<file path="config.mk">
export PLATFORM = sky130hd
export DESIGN_NAME = bcd_down_counter_4d
export DESIGN_NICKNAME = d
export VERILOG_FILES = /design/src/rtl/bcd_down_counter_4d.sv
export SDC_FILE = /design/constraint.sdc
export NUM_CORES = 1
export LEC_CHECK = 0
export ABC_AREA = 1
export BUFFER_PORTS_ARGS = -buffer_cell sky130_fd_sc_hd__buf_2
export CORE_ASPECT_RATIO = 0.9
export CORE_MARGIN = 2
export CORE_UTILIZATION = 45
export CTS_BUF_LIST = sky130_fd_sc_hd__clkbuf_16
export DETAILED_ROUTE_END_ITERATION = 7
export PLACE_DENSITY = 0.85
export REMOVE_ABC_BUFFERS = 1
export SLEW_MARGIN = 10
export SYNTH_ARGS = -nofsm -noshare
export SYNTH_HDL_FRONTEND = slang
export SYNTH_SLANG_ARGS = --single-unit
</file>
<file path="constraint.sdc">
create_clock -name clk -period 1.73 [get_ports clk]
set_input_delay 0.519 -clock clk [delete_from_list [all_inputs] [get_ports clk]]
set_output_delay 0.519 -clock clk [all_outputs]
set_load 0.1 [all_outputs]
</file>
<file path="src/rtl/bcd_down_counter_4d.sv">
// -----------------------------------------------------------------------------
// bcd_down_counter_4d
//
// Four-digit packed-BCD down-counter. This is the countdown/timer engine that
// sits beside the four-digit decimal up-counter and feeds the display path.
// The count is preset with a parallel load and then decremented once per
// enabled clock. Each digit borrows from the next one up when it rolls 0 -> 9.
//
// Parameters
//   STOP_AT_ZERO : 1 = hold at 0000 once reached, 0 = wrap 0000 -> 9999
//   RESET_VAL    : packed BCD value loaded on reset (nibbles 0-9)
//
// Ports
//   clk      in   system clock, rising edge
//   reset    in   synchronous, active-high reset
//   load     in   parallel load strobe (has priority over en)
//   load_val in   [15:0] packed BCD preset, [3:0] ones ... [15:12] thousands
//   en       in   count enable, decrement by one this cycle
//   q        out  [15:0] registered packed BCD count
//   brw      out  [3:1] combinational borrow enables, brw[i] = digit i
//                 decrements on this edge
//   zero     out  registered, high while q == 0000
//   done     out  registered one-cycle pulse when counting reaches 0000
// -----------------------------------------------------------------------------
module bcd_down_counter_4d #(
  parameter bit          STOP_AT_ZERO = 1'b1,
  parameter logic [15:0] RESET_VAL    = 16'h0000
) (
  input  logic        clk,
  input  logic        reset,
  input  logic        load,
  input  logic [15:0] load_val,
  input  logic        en,
  output logic [15:0] q,
  output logic [3:1]  brw,
  output logic        zero,
  output logic        done
);

  // Forces every nibble into 0-9 so the count can never hold a non-BCD digit.
  function automatic logic [15:0] clamp_bcd(input logic [15:0] v);
    logic [15:0] r;
    r = v;
    for (int i = 0; i < 4; i++) begin
      if (v[4*i +: 4] > 4'd9) r[4*i +: 4] = 4'd9;
    end
    return r;
  endfunction

  function automatic logic [3:0] dec_digit(input logic [3:0] d);
    return (d == 4'd0) ? 4'd9 : d - 4'd1;
  endfunction

  // Reset value goes through the same clamp as a load, so even a bad
  // parameter override cannot put an invalid digit on the display.
  localparam logic [15:0] RESET_Q = clamp_bcd(RESET_VAL);

  logic        q_is_zero;
  logic        count_active;
  logic [3:0]  dig_dec;
  logic [15:0] q_dec;
  logic [15:0] load_q;

  always_comb begin
    q_is_zero    = (q == 16'h0000);
    // Reset gates the count so brw reads 000 while reset is held.
    count_active = en && !load && !reset && !(STOP_AT_ZERO && q_is_zero);

    brw    = 3'b000;
    brw[1] = count_active && (q[3:0]  == 4'd0);
    brw[2] = brw[1]       && (q[7:4]  == 4'd0);
    brw[3] = brw[2]       && (q[11:8] == 4'd0);

    // Ones digit moves on every active count; higher digits on their borrow.
    dig_dec = {brw, count_active};

    q_dec = q;
    for (int i = 0; i < 4; i++) begin
      if (dig_dec[i]) q_dec[4*i +: 4] = dec_digit(q[4*i +: 4]);
    end

    load_q = clamp_bcd(load_val);
  end

  always_ff @(posedge clk) begin
    if (reset) begin
      q    <= RESET_Q;
      zero <= (RESET_Q == 16'h0000);
      done <= 1'b0;
    end else if (load) begin
      q    <= load_q;
      zero <= (load_q == 16'h0000);
      done <= 1'b0;
    end else if (count_active) begin
      q    <= q_dec;
      zero <= (q_dec == 16'h0000);
      // A decrement only lands on 0000 when coming from 0001 (0000 itself
      // goes to 9999 or is not counted), so this marks the arrival.
      done <= (q_dec == 16'h0000);
    end else begin
      done <= 1'b0;
    end
  end

endmodule
</file>
# Yosys cells after proc, flatten, opt, wreduce, memory -nomap -nowiden

Index checks and enable logic that the tools add are counted.
Widths: inputs -> output; s select.

Output and inout bits: 21
Register bits after elaboration: 18
Input port bits: 20
RAM bits: 0
ROM bits: 0
Logic and storage cells: 46
Memories kept: 0
Latch bits: 0

$lt $le $gt $ge: 4
Eq/ne operators: 0
Reductions and logical operators: 18
Mux-type cells: 16
Div/mod/pow operators: 0
Multiply operators: 0
Bitwise gates (word level): 1
Shift operators: 0
Add/sub/neg operators: 4

Operators by type and width:

| operator            | count |
|---|---|
| $logic_not 16->1    | 3 |
| $mux 4              | 12 |
| $mux 16             | 2 |
| $gt 4x4->1 const B  | 4 |
| $logic_not 4->1     | 4 |
| $sub 4x1->4 const B | 4 |
| $logic_and 1x1->1   | 6 |
| $logic_not 1->1     | 3 |
| $reduce_or 3->1     | 1 |
| $mux 1              | 2 |
| $reduce_bool 2->1   | 1 |
| $not 1->1           | 1 |

# Depth between registers and ports, before layout

Depth after elaboration: 11
Gate-level depth with buffers: 14
Depth with buffers taken out: 13

# Least setup slack after synthesis

No wires, ideal clock.

Path kind: register to register
From: reg q[8]
To: reg zero
Setup time: 58 ps
Cell stages (with the launch flop): 11
Setup slack: -1193 ps
Required time: 1672 ps
Path buffers: 0
Arrival time: 2865 ps
Period minus slack after synthesis: 2923 ps
Path through: dfxtp_1 > nor2_2 > nand2_2 > inv_2 > nand2_1 > nand4_2 > nor2_2 > a21boi_0 > nor2_1 > nand3_1 > nand2_1

Cells in the longest elaborated chain, start to end: 10
Elaborated cells on any way between the ends: 17
Those cells by class: add/sub: 1; mux: 7; reduce/logical: 9

RTL lines:

| what                   | RTL line | RTL |
|---|---|---|
| from (decl)            | 34       | `output logic [15:0] q,` |
| from (signal assigned) | 91       | `q <= load_q;` |
| from (signal assigned) | 95       | `q <= q_dec;` |
| $logic_not 16->1       | 65       | `q_is_zero = (q == 16'h0000);` |
| $logic_not 1->1        | 67       | `count_active = en && !load && !reset && !(STOP_AT_ZERO && q_is_zero);` |
| $logic_and 1x1->1      | 67       |  |
| $logic_and 1x1->1      | 70       | `brw[1] = count_active && (q[3:0] == 4'd0);` |
| $logic_and 1x1->1      | 71       | `brw[2] = brw[1] && (q[7:4] == 4'd0);` |
| $logic_and 1x1->1 *    | 72       | `brw[3] = brw[2] && (q[11:8] == 4'd0);` |
| named net brw, one bit | 35       | `output logic [3:1] brw,` |
| $mux 4 *               | 79       | `if (dig_dec[i]) q_dec[4*i +: 4] = dec_digit(q[4*i +: 4]);` |
| $logic_not 16->1 *     | 96       | `zero <= (q_dec == 16'h0000);` |
| $mux 1 *               | 94       | `end else if (count_active) begin` |
| $mux 1 *               | 90       | `end else if (load) begin` |
| to (signal assigned)   | 88       | `zero <= (RESET_Q == 16'h0000);` |
| to (signal assigned)   | 92       | `zero <= (load_q == 16'h0000);` |
| to (signal assigned)   | 96       |  |
| to (decl)              | 36       | `output logic zero,` |

Mark *: on every way through the listed nets, which the timed path passes. The rest lies on a longest branch. The select of a mux whose other input is x is not followed.
A chain may end at the register's enable or synchronous reset.

# Worst setup path in the final report

From: in load
To: out brw[3] in the netlist's numbering

Cells in the longest elaborated chain, start to end: 7

RTL lines:

| what                           | RTL line | RTL |
|---|---|---|
| from (decl)                    | 31       | `input logic load,` |
| $logic_not 1->1                | 67       |  |
| $logic_and 1x1->1 (3 in a row) | 67       |  |
| $logic_and 1x1->1              | 70       |  |
| $logic_and 1x1->1              | 71       |  |
| $logic_and 1x1->1              | 72       |  |
| to (decl)                      | 35       |  |

Every way passes these cells.

==> flow_summary.json <==
{
  "hold_slack_ns": 0.510,
  "skew_ns": 0.00223,
  "vdd_drop_max_v": 0.000773,
  "start_util_pct": 47.3,
  "synth_edf_count": 0,
  "drive_gt1_share_pct": 43.0,
  "yosysSeqAreaShare_pct": 27.7,
  "cp-end-kind": "output port",
  "io_buffers": 40,
  "design_area_mm2": 0.00212,
  "finalHoldViolations": 0,
  "drtIter0Drc": 146,
  "fin_crit_sh_pct": 107,
  "dpl_cell_area_mm2": 0.00183,
  "cts-buffers-inserted": 3,
  "violations": "setup timing",
  "critPathSlowestCell": "buf_12",
  "path_buf_inv": 3,
  "status": "finished, violations left",
  "wl_mm": 4.53,
  "criticalPathCategory": "input port to output port",
  "hold_path_class": "input port to register",
  "synth_flop_cell": "dfxtp_1",
  "clock_path_buffers": 2,
  "fin_util_pct": 77.1,
  "die-area_mm2": 0.00334,
  "ant_nets": 0,
  "tightest_slew_ns": 0.488,
  "powerDensity_mw_per_mm2": 749,
  "fp.dieH_um": 55.0,
  "htree_levels": 1,
  "setup_ws_ns": -0.124,
  "ys_async_sr_fraction_pct": 0,
  "tns_ns": -0.341,
  "grt_pass1_wl_mm": 6.56,
  "cts_tree": "done",
  "clkLatencyLatePin_ns": 0.25,
  "cpLargestDelayFamily": "simple AND/OR/NAND/NOR gates",
  "max_freq_mhz": 539,
  "rows": 18,
  "fin_crit_ns": 1.85,
  "syn_area_mm2": 0.00130,
  "yosys_register_bits": 18,
  "cts-root-buf": "clkbuf_16",
  "clk_pin_slew_ns": 0.05,
  "max_stage_delay_ns": 0.18,
  "finalMaxSlewViolations": 0,
  "required_ns": 1.21,
  "grt_pass1_vias": 1553,
  "netlist-cell-type-count": 31,
  "ios": 41,
  "dpl.hpwl_mm": 3.03,
  "cp.arrival_ns": 1.33,
  "grt_start_max_net_pins": 22,
  "pre_cts_ws_ns": -0.201,
  "finalSetupViolCount": 3,
  "num_vias": 1786,
  "syn_inst": 217,
  "grt_antenna_before_repair": 0,
  "ctsHoldBuffers": 0,
  "wl_per_cell_um": 13.6,
  "cp_max_fo": 3,
  "p_leak_nw": 1.09,
  "ys_warn_count": 0,
  "diodes": 0,
  "vias_per_cell": 5.36,
  "grt_usage_pct": 27.0,
  "drv_cap": 0,
  "clkSinkCount": 18,
  "cp-start-kind": "input port",
  "num-nets-final": 314,
  "core_mm2": 0.00275,
  "max_slew_margin_pct": 67.7,
  "dr.pass1.iters": 4,
  "drc": 0,
  "rsz0062_at_grt": "true",
  "crit_path_cell_trace": "buf_6 -> inv_4 -> nand2_4 -> nor2_8 -> nand4_4 -> nor2_4 -> buf_12",
  "syn_to_final_growth_pct": 62.9,
  "place_congestion": 0.924,
  "rrSetupSlack_ns": 0.02,
  "die_x_um": 60.7,
  "synth_area_per_cell_um2": 5.99,
  "grt_remaining_overflow": 0,
  "nFillCells": 203
}
[flip-flops by register name, summed over array words and instances (netlist names)]
signal and flops:
zero 1, done 1, q 16
[cell families (layout without fill, tap and decap cells)]
logic type / count (synthesis) / in the layout / share of synthesized area (%)
AOI/OAI and AO/OA: 34 / 34 / 14.7
xor gates and xnor gates: 2 / 2 / 1.35
and+or+nand+nor: 126 / 126 / 44.8
DFF: 18 / 18 / 27.7
buffers and inverters: 37 / 113 / 11.5
[cells in the mapped netlist, types with 2 or more instances]
cell       n  area (um2)
nor2_1    30         113
inv_2      4        15.0
inv_1     26        97.6
nand3b_1   2        15.0
dfxtp_1   18         360
nand2_2    5        31.3
a21oi_1   16        80.1
o21ai_0    9        45.0
a22oi_1    2        15.0
nand4_1    5        31.3
nand3_1   17        85.1
nand2_1   53         199
nor3_1     4        20.0
nor2_2     5        31.3
clkbuf_1   3        11.3
o211ai_1   2        15.0
xor2_1     2        17.5
[worst min-delay path, cell delays in order]
cell	delay, ns
buf_2	0.08
a21oi_1	0.05
nor2_1	0.07
[cells in the final DEF (no fill, tap or decap), types with 2 or more instances in the layout]
cell,synthesis,layout
a21oi_1,16,15
a22oi_1,2,2
buf_12,0,5
buf_2,1,33
buf_4,0,36
buf_6,1,3
clkbuf_16,0,3
dfxtp_1,18,8
dfxtp_2,0,10
inv_1,26,25
inv_2,4,3
inv_4,0,2
nand2_1,53,50
nand2_2,5,3
nand2_4,0,5
nand3_1,17,16
nand3b_1,2,2
nand4_1,5,5
nor2_1,30,22
nor2_2,5,6
nor2_4,1,8
nor3_1,4,3
o211ai_1,2,2
o21ai_0,9,9
xor2_1,2,2
[routing by layer]
metal,up-vias,GRT usage (%),wire (um)
li1,856,-,-
met1,811,31.6,1890
met2,103,48.2,2210
met3,16,7.44,343
met4,0,7.97,97
met5,-,0,0
[repair_timing]
| item | CTS | global route |
|---|---|---|
| gates resized for setup | 22 | 26 |
| setup buffers | 5 | 3 |
| endpoints found under the setup margin | 3 | 10 |
| pin swaps | 9 | 14 |
[per-stage QoR]
stage,power [W],cells
global placement,0.00101,323
floorplan,0.000833,211
global route,0.00165,333
finish,0.00159,333
detailed placement,0.00102,323
CTS,0.00153,332
[power by group]
part           internal, W  total [W]  switching, W
combinational     0.000214   0.000656      0.000442
clock             0.000308   0.000468      0.000161
sequential        0.000442   0.000463     0.0000211
[worst paths after layout]
check / start / endpoint / cells after the start
min reg2reg: zero$_SDFFE_PP1P_ / zero$_SDFFE_PP1P_ / 4
max reg2reg: q[10]$_SDFFE_PP0P_ / zero$_SDFFE_PP1P_ / 14
max: load / brw[3] / 7
min: load_val[10] / q[10]$_SDFFE_PP0P_ / 3
[area by class of cell]
type	count	area (um2)	share of cell area, %
clock buffer	3	75.1	3.54
clock inverter	1	3.75	0.177
inverter	31	126	5.97
multi-input combinational	162	913	43.1
sequential	18	373	17.6
tap	40	50.0	2.36
timing repair buffer	78	577	27.2
Power figures use the tool's default switching activity.
